<file path="src/rtl/ula_req_sequencer.sv">
// Two-port round-robin front end for the 16-bit ALU: loads a 32-bit operation as
// high then low halves, waits ALU_LAT cycles, gathers four result beats into 64 bits.
module ula_req_sequencer #(
  parameter int ALU_LAT = 2
) (
  input  logic        clk,
  input  logic        reset,
  input  logic        req0_valid,
  output logic        req0_ready,
  input  logic [31:0] req0_a,
  input  logic [31:0] req0_b,
  input  logic [3:0]  req0_op,
  input  logic        req1_valid,
  output logic        req1_ready,
  input  logic [31:0] req1_a,
  input  logic [31:0] req1_b,
  input  logic [3:0]  req1_op,
  output logic        rsp_valid,
  input  logic        rsp_ready,
  output logic        rsp_id,
  output logic [63:0] rsp_result,
  output logic        rsp_err,
  output logic        alu_en,
  output logic [15:0] alu_a,
  output logic [15:0] alu_b,
  output logic [3:0]  alu_op,
  input  logic [15:0] alu_result,
  output logic        busy
);

  typedef enum logic [2:0] {
    IDLE    = 3'd0,
    LOAD_HI = 3'd1,
    LOAD_LO = 3'd2,
    WAIT    = 3'd3,
    COLLECT = 3'd4,
    RESP    = 3'd5
  } state_t;

  localparam logic [3:0] WAIT_LAST = 4'((ALU_LAT > 0) ? (ALU_LAT - 1) : 0);

  state_t      state, state_next;
  logic        ptr;
  logic [15:0] a_lo, b_lo;
  logic [3:0]  wait_cnt;
  logic [1:0]  beat;

  logic        grant_valid;
  logic        grant_id;
  logic [31:0] sel_a, sel_b;
  logic [3:0]  sel_op;
  logic        illegal, div_zero;

  // Arbitration is only live in IDLE; the pointer breaks ties.
  always_comb begin
    grant_valid = 1'b0;
    grant_id    = ptr;
    if (state == IDLE) begin
      if (req0_valid && req1_valid) begin
        grant_valid = 1'b1;
        grant_id    = ptr;
      end else if (req0_valid) begin
        grant_valid = 1'b1;
        grant_id    = 1'b0;
      end else if (req1_valid) begin
        grant_valid = 1'b1;
        grant_id    = 1'b1;
      end
    end
  end

  assign req0_ready = grant_valid && !grant_id;
  assign req1_ready = grant_valid && grant_id;

  assign sel_a    = grant_id ? req1_a  : req0_a;
  assign sel_b    = grant_id ? req1_b  : req0_b;
  assign sel_op   = grant_id ? req1_op : req0_op;
  assign illegal  = (sel_op > 4'b1010);
  assign div_zero = (sel_op == 4'b1001) && (sel_b == 32'd0);

  always_comb begin
    state_next = state;
    case (state)
      IDLE:    if (grant_valid) state_next = (illegal || div_zero) ? RESP : LOAD_HI;
      LOAD_HI: state_next = LOAD_LO;
      LOAD_LO: state_next = (ALU_LAT == 0) ? COLLECT : WAIT;
      WAIT:    if (wait_cnt == WAIT_LAST) state_next = COLLECT;
      COLLECT: if (beat == 2'd3) state_next = RESP;
      RESP:    if (rsp_ready) state_next = IDLE;
      default: state_next = IDLE;
    endcase
  end

  always_ff @(posedge clk or posedge reset) begin
    if (reset) begin
      state      <= IDLE;
      ptr        <= 1'b0;
      a_lo       <= '0;
      b_lo       <= '0;
      wait_cnt   <= '0;
      beat       <= '0;
      rsp_id     <= 1'b0;
      rsp_result <= '0;
      rsp_err    <= 1'b0;
      alu_a      <= '0;
      alu_b      <= '0;
      alu_op     <= '0;
    end else begin
      state <= state_next;
      case (state)
        IDLE: begin
          if (grant_valid) begin
            a_lo     <= sel_a[15:0];
            b_lo     <= sel_b[15:0];
            rsp_id   <= grant_id;
            ptr      <= ~grant_id;
            wait_cnt <= '0;
            beat     <= '0;
            if (illegal) begin
              rsp_err    <= 1'b1;
              rsp_result <= '0;
            end else if (div_zero) begin
              rsp_err    <= 1'b1;
              rsp_result <= '1;
            end else begin
              // ALU bus is loaded on the grant edge so LOAD_HI presents the high halves.
              rsp_err    <= 1'b0;
              rsp_result <= '0;
              alu_a      <= sel_a[31:16];
              alu_b      <= sel_b[31:16];
              alu_op     <= sel_op;
            end
          end
        end
        LOAD_HI: begin
          alu_a <= a_lo;
          alu_b <= b_lo;
        end
        WAIT:    wait_cnt <= wait_cnt + 4'd1;
        COLLECT: begin
          rsp_result[{beat, 4'b0000} +: 16] <= alu_result;
          beat <= beat + 2'd1;
        end
        default: ;
      endcase
    end
  end

  assign alu_en    = (state == LOAD_HI) || (state == LOAD_LO) ||
                     (state == WAIT)    || (state == COLLECT);
  assign rsp_valid = (state == RESP);
  assign busy      = (state != IDLE);

endmodule

</file>
<file path="config.mk">
export PLATFORM = sky130hd
export DESIGN_NAME = ula_req_sequencer
export DESIGN_NICKNAME = d
export VERILOG_FILES = /design/src/rtl/ula_req_sequencer.sv
export SDC_FILE = /design/constraint.sdc
export NUM_CORES = 1
export LEC_CHECK = 0
export CORE_ASPECT_RATIO = 0.6
export CORE_UTILIZATION = 30
export CTS_BUF_LIST = sky130_fd_sc_hd__clkbuf_8
export CTS_CLUSTER_SIZE = 14
export DETAILED_ROUTE_END_ITERATION = 8
export REMOVE_ABC_BUFFERS = 1
export SYNTH_ARGS = -nofsm -noshare
export SYNTH_HDL_FRONTEND = slang
export SYNTH_SLANG_ARGS = --single-unit
</file>
<file path="constraint.sdc">
create_clock -name clk -period 6.12 [get_ports clk]
set_input_delay 1.224 -clock clk [delete_from_list [all_inputs] [get_ports clk]]
set_output_delay 1.224 -clock clk [all_outputs]
set_load 0.02 [all_outputs]
</file>
# After elaboration in Yosys (flattened, before gate mapping)
# Cells that the tools add are included.
# op_classes
n_addsub	3
n_lt_le_gt_ge	1
n_eq_ne	14
n_shift	2
mux	36
bitwise	3
reduce_logical	21
# op_table
operator	count
64-bit two-way mux	3
64-bit case mux with 2 select lines	1
16-bit two-way mux	6
64-bit bitwise mux	1
32-bit two-way mux	2
16-bit case mux with 2 select lines	2
16-bit by 8-bit variable shift with 64-bit output (first input constant)	1
16-bit by 8-bit variable part select with 64-bit output	1
32-bit zero test	1
3-bit case mux with 6 select lines	1
3-bit two-way mux	5
4-bit AND reduction	3
1-bit two-way mux	10
2-bit inequality test (second input constant)	5
4-bit two-way mux	2
6-bit negator with 8-bit output	1
4-bit case mux with 2 select lines	1
3-bit by 2-bit equality test with 1-bit output (second input constant)	2
3-bit equality test (second input constant)	2
2-bit AND reduction	3
2-bit nonzero test	3
4-bit by 1-bit adder with 4-bit output (second input constant)	1
4-bit by 1-bit equality test with 1-bit output (second input constant)	1
4-bit equality test (second input constant)	1
other kinds (13)	21
# word_totals
register_bits	144
inputBits	157
word_cells	92

# Depth between registers and ports, before layout
# depth
word_depth	11
mapped_depth	9
depth_no_buf	6

# Worst setup path before layout
# No wires, ideal clock.
# synth_timing
path_kind	input -> output
start	input req0_valid
end	output req1_ready
arrival_time_ps	2530
setup_slack_ps	2366
path_stages	4
path_buffers	1
cell_sequence	or4b_4 -> nor2_1 -> nor2_1 -> clkbuf_1
# synth_between
elab_chain_cells	4
# synth_rtl
item	line	rtl
from (decl)	8	input logic req0_valid,
1-bit two-way mux / 1-bit logical AND (equally long branches)	62, 59	
1-bit two-way mux	59	if (req0_valid && req1_valid) begin
1-bit two-way mux	58	if (state == IDLE) begin
1-bit logical AND *	73	assign req1_ready = grant_valid && grant_id;
to (decl)	14	output logic req1_ready,
# Mark *: on every way between the ends. The rest lies on a longest branch, timed or not.

# Worst setup path after layout
# layout_timing
start	input req1_valid
end	output req1_ready
# layout_between
elab_chain_cells	5
# layout_rtl
item	line	rtl
from (decl)	13	input logic req1_valid,
1-bit two-way mux	65	end else if (req1_valid) begin
1-bit two-way mux	62	end else if (req0_valid) begin
1-bit two-way mux	59	
1-bit two-way mux	58	
1-bit logical AND *	73	
# Marks and branches as above.

==> impl_results.md <==
- Master of the slowest instance on the critical path: sky130_fd_sc_hd__nor2_1
- Fill cell count: 2272
- Die extent in y: 121 um
- Resized Gates After CTS: 0
- Routed wire length: 23000 um
- Leakage power figure: 4.29 nW
- H-tree level count: 4
- Post-synthesis sequential element count: 144
- Wire length of the first global-routing pass: 36100 um
- Cells along the critical path: clkdlybuf4s50_1 > and2_1 > nor2_1 > nor2_1 > clkdlybuf4s50_1
- Top-area cell type share of the netlist area: 51.0%
- Required @ worst endpoint: 4900 ps
- Ranking of synthesized cells by area: sky130_fd_sc_hd__dfrtp_1, sky130_fd_sc_hd__nand2_1, sky130_fd_sc_hd__mux2i_1
- Nature of the critical path startpoint: input port
- Cell count of the worst reg-to-reg path: 6
- Remaining antenna violation count after routing: 0
- Cell taking the most area after synthesis: sky130_fd_sc_hd__dfrtp_1
- Clock Tree Buf Depth: 2
- Diodes inserted: 0
- Final Slew Violations: 0
- Hold Path Depth: 2
- Worst ir drop on vdd: 0.215 mV
- Unrepaired setup endpoints after global routing: false
- Width of the chip: 200 um
- Share of synthesized registers carrying an async set or reset: 100%
- Sequential element share of the synthesized area: 51.0%
- Gr ovfl total: 0
- Number of global-route vias before repair: 6318
- Number of synthesized flops with an enable pin: 0
- Final weighted congestion of routability-driven global placement: 0.772
- Area of all sequential standard cells: 3600 sq um
- Minimum setup slack in the final design: 1200 ps
- CORE AREA: 23100 sq um
- Fraction of layout instances using a drive strength above 1: 6.62%
- Kind of capture point of the worst setup path: primary output
- Cell at the root of the clock tree: sky130_fd_sc_hd__clkbuf_8
- Post-Syn Instances: 737
- CTS Hold Buffers Added: 0
- Std-Cell Rows: 43
- Top-level port count: 264
- Iteration-0 DRC count of the detailed router: 320
- Max capacitance violation total: 0
- Max incr delay on CP: 830 ps
- Leading register cell type out of synthesis: sky130_fd_sc_hd__dfrtp_1
- Worst slack at placement: 1150 ps
- Initial Util: 30.6%
- CTS clock-pin slew for the worst setup and hold paths: 80 ps
- Number of buffers added on ports: 263
- Class of the most critical hold timing path: register to register
- Yosys synthesis warning count: 0
- Data arrival at the endpoint of the critical path: 3690 ps
- Maximum achievable frequency: 203 MHz
- Ratio of final minimum period to clock period: 80.3%
- Detailed-router iteration count before antenna repair: 4
- Post-layout nets: 1149
- Via total after detailed routing: 6297
- Result of the run: finished clean
- Final worst path period need: 4920 ps
- Classification of the worst setup path: input port to primary output
- Final Power: 5.09 mW
- Hold Fails Final Rpt: 0
- Overall Global Routing Usage: 19.7%
- Beginning of the worst register-to-register path: state[1]
- Cell area after layout: 10400 sq um
- Source of the worst hold timing path: b_lo[6]
- Synth Cell Area: 7060 sq um
- TritonCTS Sinks: 144
- Drt drc: 0
- Netlist cell types: 46
- Initial antenna violation count: 0
- Area delta synth->final: 46.8%
- CTS Buf Count: 17
- Power density relative to cell area: 491 nW/um^2
- Buffers inserted by post-CTS timing repair: 0
- Worst clock skew: 10.1 ps
- Maximum fanout encountered on the critical timing path: 16
- Final setup fails: 0
- Via/cell ratio: 4.80
- Wirelength per Cell: 17.6 um
- Die footprint: 24200 sq um
- Multi-input logic area: 3060 sq um
- Clock tree from TritonCTS: yes
- Post-DP Area: 9960 sq um
- Tightest slew margin relative to the limit: 21.9%
- Maximum number of pins on one net before global-route repair: 65
- Tightest Pin Transition: 1170 ps
- Post-DP HPWL: 16200 um
- Worst setup path start: req1_valid
- Mapped Avg Cell Area: 9.58 sq um
- Clk Latency, worst-skew pair: 450 ps
## worst paths after layout
| path | slack, ps | to |
|---|---|---|
| worst max-delay path | 1200 | req1_ready |
| worst min-delay path | 490 | alu_b[6] |
| worst max register to register | 2890 | alu_a[7] |
| worst min register to register | 490 | alu_b[6] |
| max in group asynchronous | 3870 | rsp_result[60] |
| min in group asynchronous | 1150 | a_lo[14] |
## placed cells by master (no fill, tap or decap), drive strengths merged, types with 4 or more instances in the layout
master           n
clkdlybuf4s50  263
nand2          161
dfrtp          144
nor2            78
a31oi           65
mux2i           49
inv             45
o221ai          33
o21ai           25
clkbuf          20
buf             16
nor4            16
a22oi           15
nand3            8
mux2             8
ha               7
nor4b            5
nor3             4
## synth_stat cells, types with 2 or more instances
master and number:
sky130_fd_sc_hd__inv_1 40, sky130_fd_sc_hd__dfrtp_1 144, sky130_fd_sc_hd__nor3b_1 2, sky130_fd_sc_hd__and3_1 2, sky130_fd_sc_hd__nand4_1 3, sky130_fd_sc_hd__nor2_1 78
sky130_fd_sc_hd__buf_4 8, sky130_fd_sc_hd__nor4_1 16, sky130_fd_sc_hd__nand2_1 161, sky130_fd_sc_hd__a21oi_1 2, sky130_fd_sc_hd__clkbuf_1 29, sky130_fd_sc_hd__mux2_1 4
sky130_fd_sc_hd__buf_2 5, sky130_fd_sc_hd__a22oi_1 15, sky130_fd_sc_hd__a31oi_1 65, sky130_fd_sc_hd__mux2i_1 49, sky130_fd_sc_hd__o221ai_2 7, sky130_fd_sc_hd__nand3_1 7
sky130_fd_sc_hd__buf_6 8, sky130_fd_sc_hd__mux2_2 4, sky130_fd_sc_hd__nor2b_1 2, sky130_fd_sc_hd__nor3_1 3, sky130_fd_sc_hd__o21ai_0 24, sky130_fd_sc_hd__ha_1 7
sky130_fd_sc_hd__nor4b_1 4, sky130_fd_sc_hd__a21o_1 3, sky130_fd_sc_hd__o221ai_1 26
## per-layer routing
metal / part of all wire, % / wire length (um) / GRT usage, %
met1: 49 / 11300 / 28.2
met5: 0 / 0 / 0
met4: 0.44 / 102 / 3.63
met3: 8.6 / 1970 / 6.92
met2: 42 / 9700 / 28.7
## where the power goes
| group | internal [mW] | switching [mW] |
|---|---|---|
| sequential | 1.42 | 0.281 |
| combinational | 1.22 | 1.38 |
| clock | 0.425 | 0.361 |
| total | 3.07 | 2.02 |
## stage by stage
| stage | cells | TNS (ps) | hold slack (ps) | utilization, % |
|---|---|---|---|---|
| floorplan | 687 | -411 | 450 | - |
| global placement | 1281 | 0 | 465 | 43.2 |
| detailed placement | 1281 | 0 | 468 | 43.2 |
| CTS | 1312 | 0 | 487 | 44.9 |
| global route | 1312 | 0 | 513 | 44.9 |
| finish | 1312 | 0 | 486 | 44.9 |
## worst max-delay path: cells and delay by family
| family | cells | cell delay [ps] |
|---|---|---|
| AND/OR/NAND/NOR | 3 | 1130 |
| buffers and inverters | 2 | 1340 |
## cell type report
class / count / share of cell area (%)
Sequential cell: 144 / 34.8
Multi-Input combinational cell: 503 / 29.5
Timing Repair Buffer: 279 / 26.6
Tap cell: 315 / 3.80
Clock buffer: 20 / 2.66
Inverter: 40 / 1.50
Clock inverter: 11 / 1.20
## cells by family after synthesis
logic type | share of synthesized area (%)
AOI/OAI and AO/OA | 15.8
xor gates and xnor gates | 0.248
adders and majority gates | 1.24
buffers and inverters | 6.15
DFF | 51.0
muxes | 8.22
and+or+nand+nor | 17.3
## flip-flops by register name, summed over array words and instances (netlist names)
register / count
a_lo: 16
alu_a: 16
alu_b: 16
alu_op: 4
b_lo: 16
beat: 2
ptr: 1
rsp_err: 1
rsp_id: 1
rsp_result: 64
state: 3
wait_cnt: 4
No activity file was read; power rests on OpenSTA's default activity.
